## config.mk

```make
export PLATFORM = sky130hd
export DESIGN_NAME = load_store_unit
export DESIGN_NICKNAME = d
export VERILOG_FILES = /design/src/rtl/lsu_pkg.sv /design/src/rtl/lsu_align.sv /design/src/rtl/load_store_unit.sv
export SDC_FILE = /design/constraint.sdc
export NUM_CORES = 1
export LEC_CHECK = 0
export ABC_AREA = 1
export BUFFER_PORTS_ARGS = -buffer_cell sky130_fd_sc_hd__buf_2
export CELL_PAD_IN_SITES_DETAIL_PLACEMENT = 0
export CELL_PAD_IN_SITES_GLOBAL_PLACEMENT = 2
export CORE_MARGIN = 3
export CORE_UTILIZATION = 25
export CTS_CLUSTER_SIZE = 25
export DETAILED_ROUTE_END_ITERATION = 12
export GPL_TIMING_DRIVEN = 1
export PLACE_DENSITY_LB_ADDON = 0.1
export SETUP_SLACK_MARGIN = 0.2
export SLEW_MARGIN = 20
export SYNTH_ARGS = -nofsm -noshare
export SYNTH_HDL_FRONTEND = slang
export SYNTH_HIERARCHICAL = 1
export SYNTH_SLANG_ARGS = --single-unit
```

## constraint.sdc

```tcl
create_clock -name clk -period 4.8 [get_ports clk]
set_input_delay 0.72 -clock clk [delete_from_list [all_inputs] [get_ports clk]]
set_output_delay 0.72 -clock clk [all_outputs]
set_load 0.005 [all_outputs]
```

## src/rtl/lsu_pkg.sv

```systemverilog
// Shared types and helpers for the load/store unit.
//   ls_width_e  : access width code from the decoder
//   lsu_state_e : load/store FSM states
//   norm_width  : maps a raw 3-bit width code to a width (unknown codes -> word)
//   is_misaligned : true when the access does not sit on its natural boundary
package lsu_pkg;

  localparam int unsigned XLEN = 32;

  typedef enum logic [2:0] {
    LS_BYTE = 3'b000,
    LS_HALF = 3'b001,
    LS_WORD = 3'b010
  } ls_width_e;

  typedef enum logic [1:0] {
    ST_IDLE,
    ST_REQ,
    ST_RESP,
    ST_DONE
  } lsu_state_e;

  function automatic ls_width_e norm_width(input logic [2:0] code);
    case (code)
      3'b000:  return LS_BYTE;
      3'b001:  return LS_HALF;
      default: return LS_WORD;
    endcase
  endfunction

  function automatic logic is_misaligned(input ls_width_e width, input logic [1:0] off);
    case (width)
      LS_BYTE: return 1'b0;
      LS_HALF: return off[0];
      default: return off != 2'b00;
    endcase
  endfunction

endpackage

```

## src/rtl/lsu_align.sv

```systemverilog
// Combinational byte-lane mapper.
//   Store side: st_width/st_off/st_data -> be (byte enables), st_wdata (lane-replicated)
//   Load side : ld_width/ld_unsigned/ld_off/rdata -> ld_data (shifted and extended)
module lsu_align
  import lsu_pkg::*;
(
  input  ls_width_e         st_width,
  input  logic [1:0]        st_off,
  input  logic [XLEN-1:0]   st_data,
  output logic [3:0]        be,
  output logic [XLEN-1:0]   st_wdata,
  input  ls_width_e         ld_width,
  input  logic              ld_unsigned,
  input  logic [1:0]        ld_off,
  input  logic [XLEN-1:0]   rdata,
  output logic [XLEN-1:0]   ld_data
);

  logic [XLEN-1:0] shifted;

  // Store lanes: narrow data is replicated so every enabled lane carries it
  always_comb begin
    be       = 4'b1111;
    st_wdata = st_data;
    case (st_width)
      LS_BYTE: begin
        be       = 4'(4'b0001 << st_off);
        st_wdata = {4{st_data[7:0]}};
      end
      LS_HALF: begin
        be       = 4'(4'b0011 << st_off);
        st_wdata = {2{st_data[15:0]}};
      end
      default: begin
        be       = 4'b1111;
        st_wdata = st_data;
      end
    endcase
  end

  // Load extraction: bring the addressed lane down to bit 0, then extend
  always_comb begin
    shifted = rdata >> {ld_off, 3'b000};
    ld_data = shifted;
    case (ld_width)
      LS_BYTE: ld_data = {{24{~ld_unsigned & shifted[7]}}, shifted[7:0]};
      LS_HALF: ld_data = {{16{~ld_unsigned & shifted[15]}}, shifted[15:0]};
      default: ld_data = shifted;
    endcase
  end

endmodule

```

## src/rtl/load_store_unit.sv

```systemverilog
// Memory-access stage: single-outstanding data-memory bus master.
//   Upstream : in_valid, is_load, mem_write, load_type, store_type, load_unsigned,
//              addr, wdata, rd; stall back to the pipeline (combinational).
//   Bus      : mem_req_valid/mem_req_ready, mem_we, mem_addr, mem_be, mem_wdata,
//              mem_rsp_valid, mem_rdata.
//   Results  : wb_valid, wb_data, wb_rd, misalign_err, bus_err (one-cycle strobes).
//   TIMEOUT  : max RESP cycles before bus_err; 0 disables the timeout.
module load_store_unit
  import lsu_pkg::*;
#(
  parameter int unsigned TIMEOUT = 255
) (
  input  logic              clk,
  input  logic              rst,
  input  logic              in_valid,
  input  logic              is_load,
  input  logic              mem_write,
  input  logic [2:0]        load_type,
  input  logic [2:0]        store_type,
  input  logic              load_unsigned,
  input  logic [XLEN-1:0]   addr,
  input  logic [XLEN-1:0]   wdata,
  input  logic [4:0]        rd,
  output logic              stall,
  output logic              mem_req_valid,
  input  logic              mem_req_ready,
  output logic              mem_we,
  output logic [XLEN-1:0]   mem_addr,
  output logic [3:0]        mem_be,
  output logic [XLEN-1:0]   mem_wdata,
  input  logic              mem_rsp_valid,
  input  logic [XLEN-1:0]   mem_rdata,
  output logic              wb_valid,
  output logic [XLEN-1:0]   wb_data,
  output logic [4:0]        wb_rd,
  output logic              misalign_err,
  output logic              bus_err
);

  // A zero TIMEOUT still needs a legal counter width
  localparam int unsigned CNT_W = (TIMEOUT < 1) ? 1 : $clog2(TIMEOUT + 1);

  lsu_state_e       state;
  logic             mem_op;
  ls_width_e        cur_width;
  logic             op_load;
  ls_width_e        op_width;
  logic             op_unsigned;
  logic [1:0]       op_off;
  logic [CNT_W-1:0] cnt;
  logic [3:0]       st_be;
  logic [XLEN-1:0]  st_wdata;
  logic [XLEN-1:0]  ld_data;

  // Load wins when both decoder controls are set
  always_comb begin
    mem_op    = in_valid & (is_load | mem_write);
    cur_width = norm_width(is_load ? load_type : store_type);
  end

  // Stall covers the accepting cycle and every cycle the bus is busy
  always_comb begin
    stall = ((state == ST_IDLE) && mem_op) || (state == ST_REQ) || (state == ST_RESP);
  end

  lsu_align u_align (
    .st_width    (cur_width),
    .st_off      (addr[1:0]),
    .st_data     (wdata),
    .be          (st_be),
    .st_wdata    (st_wdata),
    .ld_width    (op_width),
    .ld_unsigned (op_unsigned),
    .ld_off      (op_off),
    .rdata       (mem_rdata),
    .ld_data     (ld_data)
  );

  // FSM, capture registers and timeout counter
  always_ff @(posedge clk) begin
    if (rst) begin
      state         <= ST_IDLE;
      op_load       <= 1'b0;
      op_width      <= LS_BYTE;
      op_unsigned   <= 1'b0;
      op_off        <= 2'b00;
      cnt           <= '0;
      mem_req_valid <= 1'b0;
      mem_we        <= 1'b0;
      mem_addr      <= '0;
      mem_be        <= '0;
      mem_wdata     <= '0;
      wb_valid      <= 1'b0;
      wb_data       <= '0;
      wb_rd         <= '0;
      misalign_err  <= 1'b0;
      bus_err       <= 1'b0;
    end else begin
      wb_valid     <= 1'b0;
      misalign_err <= 1'b0;
      bus_err      <= 1'b0;
      case (state)
        ST_IDLE: begin
          if (mem_op) begin
            op_load     <= is_load;
            op_width    <= cur_width;
            op_unsigned <= load_unsigned;
            op_off      <= addr[1:0];
            wb_rd       <= rd;
            if (is_misaligned(cur_width, addr[1:0])) begin
              misalign_err <= 1'b1;
              state        <= ST_DONE;
            end else begin
              mem_req_valid <= 1'b1;
              mem_we        <= ~is_load;
              mem_addr      <= {addr[XLEN-1:2], 2'b00};
              mem_be        <= st_be;
              mem_wdata     <= st_wdata;
              state         <= ST_REQ;
            end
          end
        end
        ST_REQ: begin
          if (mem_req_ready) begin
            mem_req_valid <= 1'b0;
            if (op_load) begin
              cnt   <= '0;
              state <= ST_RESP;
            end else begin
              state <= ST_DONE;
            end
          end
        end
        ST_RESP: begin
          // A response in the final allowed cycle still beats the timeout
          if (mem_rsp_valid) begin
            wb_data  <= ld_data;
            wb_valid <= 1'b1;
            state    <= ST_DONE;
          end else if ((TIMEOUT != 0) && (cnt == CNT_W'(TIMEOUT - 1))) begin
            bus_err <= 1'b1;
            state   <= ST_DONE;
          end else begin
            cnt <= cnt + CNT_W'(1);
          end
        end
        ST_DONE: begin
          state <= ST_IDLE;
        end
        default: begin
          state <= ST_IDLE;
        end
      endcase
    end
  end

endmodule
```

Word-level counts from Yosys, hierarchy flattened --
Index checks and enable logic that the tools add are counted. W data, S select, Z words.
Word-level totals: output and inout port bits 111, input port bits 115, flip-flop bits (word level) 125, word-level logic and storage cells 91
Operators by class: shifts and indexed selects 3, mux-type cells 28, bitwise operators 10, $add $sub $neg 1, reductions and logical operators 19, equality and inequality tests 14
Operator list (number):
- $pmux W32 S2 | 2
- $mux W8 | 4
- $shr A32 B5 Y32 | 1
- $pmux W8 S2 | 1
- $ne A2 B2 Y1 const B | 6
- $mux W1 | 10
- $mux W2 | 5
- $logic_not A3 Y1 | 3
- $add A8 B1 Y8 const B | 1
- $eq A8 B8 Y1 const B | 1
- $pmux W2 S4 | 1
- $pmux W4 S2 | 1
- $eq A3 B1 Y1 const B | 2
- $not A1 Y1 | 6
- $reduce_and A3 Y1 | 2
- $reduce_bool A2 Y1 | 3
- $reduce_or A3 Y1 | 2
- $reduce_and A5 Y1 | 1
- $eq A2 B1 Y1 const B | 2
- $eq A2 B2 Y1 const B | 2
- $pmux W1 S2 | 2
- $pmux W2 S2 | 1
- $reduce_and A2 Y1 | 2
- $reduce_and A4 Y1 | 1
- other kinds (10) | 13

Depth between registers and ports, before layout --
Gate-level depths: netlist (run 1).
word-level depth 11, mapped depth 14, mapped depth without buffers 13

Hierarchy --
Netlist (run 1), hierarchy kept.
By module, submodules not included:
- load_store_unit | sequential area each 2482.4 um^2, times used 1, cells each 710, area an instance 5202.5 um^2
- lsu_align | sequential area each 0.0 um^2, times used 1, cells each 231, area an instance 1335.0 um^2

Worst setup path before layout (run 1) --
Ideal clock, no wire load.
path type input-to-reg, start point in is_load, end point reg mem_wdata[18], buffers on the path 3, library setup time 113 ps, slack 2509 ps, required time 4687 ps, stages on the path 12, arrival 2178 ps, cells stage by stage buf_6 nor2_1 nand2_1 nand2_1 inv_1 buf_2 nor2_4 buf_2 mux2_2 nand3b_1 nand2_1 nor2_1
Between the ends: elaborated cells between the ends (all ways) 15, those cells by class 2 x eq/ne; 7 x mux; 3 x bitwise; 3 x reduce/logical
RTL lines:
- from (decl) | line load_store_unit.sv:16 | input logic is_load,
- $mux W3 * | line load_store_unit.sv:58 | cur_width = norm_width(is_load ? load_type : store_type);
- $eq A3 B1 Y1 / $logic_not A3 Y1 (equally long branches) | line lsu_pkg.sv:24 | case (code)
- $pmux W2 S2 * | line lsu_pkg.sv:24
- via cur_width[1] | line load_store_unit.sv:45 | ls_width_e cur_width;
- $eq A2 B1 Y1 / $logic_not A3 Y1 (equally long branches) | line lsu_align.sv:25 | case (st_width)
- $pmux W32 S2 * | line lsu_align.sv:25
- via st_wdata[18] | line load_store_unit.sv:52 | logic [XLEN-1:0] st_wdata;
- to (signal assigned) | line load_store_unit.sv:118 | mem_wdata <= st_wdata;
- to (decl) | line load_store_unit.sv:30 | output logic [XLEN-1:0] mem_wdata,
Mark *: on every way through the listed nets, which the timed path passes. The rest lies on a longest branch. The select of a mux whose other input is x is not followed. A chain may end at the register's enable or synchronous reset.

Worst setup path after layout (run 1) --
start point in is_load, end point out stall
Between the ends: cells in the longest elaborated chain, start to end 5
RTL lines:
- $or A1 B1 Y1 | line load_store_unit.sv:57 | mem_op = in_valid & (is_load | mem_write);
- $and A1 B1 Y1 | line load_store_unit.sv:57
- $logic_and A1 B1 Y1 | line load_store_unit.sv:63 | stall = ((state == ST_IDLE) && mem_op) || (state == ST_REQ) || (state == ST_RESP);
- $logic_or A1 B1 Y1 (2 in series) | line load_store_unit.sv:63
- to (decl) | line load_store_unit.sv:24 | output logic stall,
No other way between the ends.

==> results of run 1 <==
[worst paths after layout]
check	start	endpoint	slack, ns	cells past startpoint
max	is_load	stall	2.26	6
min	mem_be[3]	mem_be[3]	0.47	2
max reg2reg	state[0]	cnt[3]	2.43	11
min reg2reg	mem_be[3]	mem_be[3]	0.47	2
[registers in the layout, indices dropped and copies added, names as in the netlist]
| register | count |
|---|---|
| mem_we | 1 |
| mem_addr | 30 |
| cnt | 8 |
| bus_err | 1 |
| wb_rd | 5 |
| op_load | 1 |
| misalign_err | 1 |
| op_off | 2 |
| op_unsigned | 1 |
| mem_req_valid | 1 |
| mem_be | 4 |
| wb_data | 32 |
| wb_valid | 1 |
| op_width | 2 |
| mem_wdata | 32 |
| state | 2 |
[Yosys cell counts (6+ instances only)]
cell / n / area share
a21oi_1: 17 / 0.013
a22oi_1: 7 / 0.0080
buf_1: 7 / 0.0040
buf_2: 31 / 0.024
buf_4: 12 / 0.014
buf_6: 12 / 0.021
clkbuf_1: 10 / 0.0057
dfxtp_1: 124 / 0.38
inv_1: 42 / 0.024
inv_2: 6 / 0.0034
mux2_2: 8 / 0.014
nand2_1: 169 / 0.097
nand3_1: 45 / 0.034
nand3_2: 13 / 0.020
nand3b_1: 66 / 0.076
nor2_1: 247 / 0.14
o211ai_1: 19 / 0.022
o21ai_0: 71 / 0.054
or2_2: 6 / 0.0057
[layer usage]
| metal | wire, um | share of wire | vias up |
|---|---|---|---|
| met1 | 11300 | 0.49 | 2972 |
| met4 | 287 | 0.012 | 0 |
| met2 | 10400 | 0.45 | 180 |
| met3 | 1260 | 0.054 | 16 |
| li1 | - | - | 3381 |
| met5 | 0 | 0 | - |
[power groups by stage]
stage,logic (mW),clock network [mW],registers [mW]
2_1_floorplan,0.802,0,1.32
6_report,1.19,1.22,1.29
3_5_place_dp,1.22,0,1.31
5_1_grt,1.37,1.31,1.31
4_1_cts,1.22,1.27,1.29
3_3_place_gp,1.23,0,1.31
[final cells by class]
| class | count | area [um^2] | share of cell area |
|---|---|---|---|
| diodes | 2 | 5.00 | 0.000605 |
| clock buffers | 19 | 443 | 0.0536 |
| clock inverters | 13 | 108 | 0.0130 |
| inverters | 48 | 181 | 0.0219 |
| multi-input cells | 701 | 3460 | 0.418 |
| flip-flops and latches | 124 | 2480 | 0.300 |
| well taps | 330 | 413 | 0.0499 |
| repair buffers | 231 | 1180 | 0.142 |
[worst register-to-register path: stages (launching register included)]
cell	delay, ns
dfxtp_1	0.36
inv_1	0.09
ha_1	0.31
nand2_1	0.10
buf_4	0.31
inv_1	0.09
buf_4	0.26
nor2_2	0.29
nand2_2	0.21
inv_2	0.13
nand2_1	0.06
a21oi_1	0.11
[cell usage in the layout, fill, tap and decap left out, types with 3 or more instances in the layout]
cell and count:
inv_1 41, nand3_1 45, nand2_2 3, inv_2 6
or2_2 6, mux2_2 8, buf_4 8, clkinv_4 4
nand3b_1 66, clkinv_2 3, o211ai_1 19, a21oi_1 17
ha_1 5, nand3_2 13, dfxtp_1 124, o21ai_0 71
inv_6 5, buf_2 223, nor2_1 246, clkbuf_16 17
o21ai_1 3, conb_1 5, xor2_1 3, nand2_1 169
a22oi_1 7
[logic make-up (layout without fill, tap and decap cells)]
family                     after synthesis  count (layout)  share of synthesized area
buffers and inverters                  120             311                     0.0955
other                                    1               7                   0.000574
and+or+nand+nor                        561             561                      0.393
adders and majority gates                5               5                    0.00957
DFF                                    124             124                      0.380
muxes                                    8               8                     0.0138
xor gates and xnor gates                 3               3                    0.00402
AOI/OAI and AO/OA                      119             119                      0.103
[metrics by stage]
step / worst slack, ns / hold slack, ns
floorplan: 2.51 / 0.456
global placement: 2.08 / 0.451
detailed placement: 2.08 / 0.466
CTS: 2.21 / 0.481
global route: 2.11 / 0.503
finish: 2.26 / 0.474
==> metrics.md, run 1 <==
| Metric | Value |
|---|---|
| Router iterations before antenna repair | 4 |
| Cts bufs inserted | 17 |
| Fraction of registers with async set/reset | 0 |
| DRT iter0 DRCs | 352 |
| Placed Area | 7710 um^2 |
| Cell variety after synth | 35 |
| Grt peak-use layer | met2 |
| Sw Share | 0.373 |
| H-tree depth | 4 |
| Met3 global-route usage | 0.0387 |
| Via count | 6,549 |
| Crit path DAT | 1.82 ns |
| Met1 Usage GRT | 0.227 |
| Final hold vios | 0 |
| Slew margin rel. | 0.381 |
| Fin. max-slew vios | 0 |
| Tmin final | 2.54 ns |
| Final period utilization | 0.529 |
| RePlAce Congestion | 0.781 |
| Clock latency on the worst-skew pair | 0.42 ns |
| DP Cell Count | 1,434 |
| Mean Syn Cell Area | 6.95 um^2 |
| Input/output buffers | 223 |
| Initial Util | 0.257 |
| Core Area | 25,500 um^2 |
| WL final | 23,200 um |
| Worst Setup End Kind | output pin |
| Vias in the first global route | 6,354 |
| Post-CTS resize count | 0 |
| Sw Pwr | 1.38 mW |
| Hold_buf cts | 0 |
| EDFF count, synth | 0 |
| Filler Cells Inserted | 2,925 |
| F_max | 394 MHz |
| # DRC | 0 |
| Met2 usage | 0.253 |
| Area Overhead vs Synth | 26.4% |
| Peak per-stage delay on the critical path | 0.40 ns |
| Total GRT Usage | 0.163 |
| LEAKAGE | 3.96 nW |
| Vias per cell | 4.46 |
| Chip Width | 168 um |
| Dpl hpwl | 16,200 um |
| Syn Inst Count | 941 |
| VDD IR-drop max | 0.000181 V |
| Clk slew on worst S/H paths | 0.06 ns |
| Largest net degree at the start of global routing | 83 |
| Die extent in y | 168 um |
| Worst path cell trace | buf_2 > o21ai_1 > nor2_4 > inv_2 > nand3_1 > buf_2 |
| Synth Cell Area | 6540 um^2 |
| Data required time of the worst path | 4.08 ns |
| Final layout net count | 1,243 |
| Reg power frac | 0.348 |
| Delay-heaviest family, CP | buffers and inverters |
| Clock sinks | 124 |
| Ratio of cells with drive above 1 in the final layout | 0.270 |
| Top FF cell, synth | dfxtp_1 |
| Finished Cell Area | 8270 um^2 |
| Internal cell power | 2.32 mW |
| First-pass GRT wire length | 36,500 um |
| CTS tree | built |
| Tot Pwr | 3.70 mW |
| Drt wl/cell | 15.8 um |
| Worst-path fanout max | 11 |
| Root Driver | clkbuf_16 |
| RSZ-0062 raised after global routing | no |
| Number of setup violations in the final report | 0 |
| PwrDens | 448 nW/um^2 |
| Antenna viol nets, final | 0 |
| Status | complete, no violations |
| Non-Filler Instances | 1,468 |
| Post-synthesis sequential area ratio | 0.380 |
| Rows | 58 |
| Comb pwr share | 0.322 |
| Synthesis Warnings | 6 |
| Hold Path Class | register to register |
| Clock power frac | 0.330 |
| Buffers & Inverters on Critical Path | 3 |
| Slowest stage cell, crit path | o21ai_1 |
| Setup Fix Bufs, Post-CTS | 0 |
| CTS Buffer Depth | 2 |
| Final core utilization | 0.325 |
| Final Skew | 0.0118 ns |
| Grt ovf | 0 |
| Initial antenna violation count | 2 |
| Worst-margin pin slew | 0.928 ns |
| Die area | 28,100 um^2 |
| Total of max-cap violations | 0 |
| Final setup TNS | 0 ns |
| I/O Pins | 226 |
| FF+latch count, synth | 124 |
| Kind of critical path | input pin to output pin |
| Cell repeated most along the worst path | buf_2 |
| Setup crit start kind | input pin |
Note: power is estimated with default switching activity, not from simulation.
==> inputs of run 2 (changes only) <==
==> constraint.sdc (replaced) <==
create_clock -name clk -period 2.4 [get_ports clk]
set_input_delay 0.36 -clock clk [delete_from_list [all_inputs] [get_ports clk]]
set_output_delay 0.36 -clock clk [all_outputs]
set_load 0.005 [all_outputs]
==> run 2 against run 1 <==
Total power rose by 110%. Clock-buffer cell count unchanged. Non-clock buffer count rose by 11. Die area unchanged. Setup slack got worse by 1.8 ns. Combinational power grew 110%. Routed wire length increased by 0.72%. Critical path type is now register to output pin. Critical endpoint unchanged. Highest routed layer unchanged.
==> metrics.md, run 2 (same netlist as run 1, synthesis figures left out) <==
| Metric | Value |
|---|---|
| Number of setup violations in the final report | 0 |
| Crit path DAT | 1.61 ns |
| CTS Buffer Depth | 2 |
| Chip Width | 168 um |
| LEAKAGE | 4.04 nW |
| Tmin final | 1.97 ns |
| Reg2reg setup slack | 0.53 ns |
| Rows | 58 |
| Drt wl/cell | 15.8 um |
| Final Skew | 0.00891 ns |
| DP Cell Count | 1,443 |
| Status | complete, no violations |
| RSZ-0062 raised after global routing | no |
| Setup crit start kind | register |
| Clock latency on the worst-skew pair | 0.42 ns |
| Vias in the first global route | 6,447 |
| Antenna viol nets, final | 0 |
| Slowest stage cell, crit path | dfxtp_1 |
| Final setup TNS | 0 ns |
| Data required time of the worst path | 2.04 ns |
| Final period utilization | 0.820 |
| Initial Util | 0.257 |
| Reg2Reg Launch Point | state[0] |
| Hold worst-path end | bus_err |
| Worst path cell trace | inv_1 > ha_1 > inv_2 > nand3_1 > buf_2 |
| Die extent in y | 168 um |
| Initial antenna violation count | 0 |
| I/O Pins | 226 |
| Top Registers | mem_wdata (32), wb_data (32), mem_addr (30) |
| Worst-path fanout max | 8 |
| # DRC | 0 |
| Final hold vios | 0 |
| Commonest cells after routing, fill and taps aside | nor2_1, buf_2, nand2_1 |
| Worst Setup End Kind | output pin |
| Input/output buffers | 223 |
| Via count | 6,490 |
| Router iterations before antenna repair | 4 |
| Core Area | 25,500 um^2 |
| First-pass GRT wire length | 36,600 um |
| Area Overhead vs Synth | 29.2% |
| Tot Pwr | 7.61 mW |
| Die area | 28,100 um^2 |
| Dpl hpwl | 16,400 um |
| VDD IR-drop max | 0.000334 V |
| Reg-to-Reg End | mem_wdata[9] |
| Final core utilization | 0.332 |
| Cts bufs inserted | 17 |
| Clock sinks | 124 |
| Non-Filler Instances | 1,478 |
| Fin. max-slew vios | 0 |
| Delay-heaviest family, CP | buffers and inverters |
| H-tree depth | 4 |
| Commonest non-fill, non-tap cell in the layout | nor2_1 |
| DRT iter0 DRCs | 385 |
| WL final | 23,400 um |
| CTS tree | built |
| Largest net degree at the start of global routing | 83 |
| Grt ovf | 0 |
| Reg2reg path depth | 10 |
| Clk slew on worst S/H paths | 0.06 ns |
| Peak per-stage delay on the critical path | 0.35 ns |
| Total of max-cap violations | 0 |
| Hold_sp | mem_rsp_valid |
| F_max | 508 MHz |
| Total GRT Usage | 0.163 |
| PwrDens | 901 nW/um^2 |
| RePlAce Congestion | 0.788 |
| Kind of critical path | register to output pin |
| Ratio of cells with drive above 1 in the final layout | 0.279 |
| Hold Path Class | input pin to register |
| Root Driver | clkbuf_16 |
| Pre-CTS setup slack | 0.269 ns |
| Filler Cells Inserted | 2,871 |
| Vias per cell | 4.39 |
| Buffers & Inverters on Critical Path | 3 |
| Setup slack after layout | 0.433 ns |
| Hold path depth | 2 |
| Final layout net count | 1,254 |
run 2: stage by stage:
step | instance area [um^2] | hold WS [ns]
4_1_cts | 8430 | 0.136
6_report | 8450 | 0.157
5_1_grt | 8450 | 0.147
2_1_floorplan | 6550 | 0.437
3_5_place_dp | 7850 | 0.459
3_3_place_gp | 7850 | 0.454
run 2: worst max-delay path by stage:
stage	start	cells after the start	to
finish	state[0]	5	stall
global placement	is_load	11	mem_wdata[12]
floorplan	is_load	12	mem_wdata[18]
detailed placement	is_load	13	mem_wdata[29]
CTS	state[0]	7	stall
global route	state[0]	5	stall
run 2: layout make-up:
cell class / count / area (um^2) / share of cell area
tap: 330 / 413 / 0.0489
inverter: 48 / 186 / 0.0221
antenna: 1 / 2.50 / 0.000296
sequential: 124 / 2480 / 0.294
timing repair buffer: 242 / 1330 / 0.158
clock buffer: 19 / 443 / 0.0524
multi-input combinational: 701 / 3460 / 0.409
clock inverter: 13 / 131 / 0.0156
run 2: where the power goes:
part	internal (mW)	total, mW	switching (mW)	leakage (nW)
sequential	2.39	2.58	0.184	1.01
clock	1.48	2.57	1.09	0.277
combinational	0.943	2.46	1.52	2.75
total	4.82	7.61	2.79	4.04
run 2: what timing repair did:
item | CTS | global route
cloned | 0 | 0
pin swaps | 0 | 0
hold buffers | 0 | 0
resized for setup | 1 | 4
setup endpoints to repair | 1 | 1
setup buffers | 0 | 2
run 2: routing by layer:
metal / track usage / wire (um)
met5: 0 / 0
met4: 0.0366 / 198
met3: 0.0503 / 1390
met2: 0.260 / 10500
met1: 0.216 / 11300
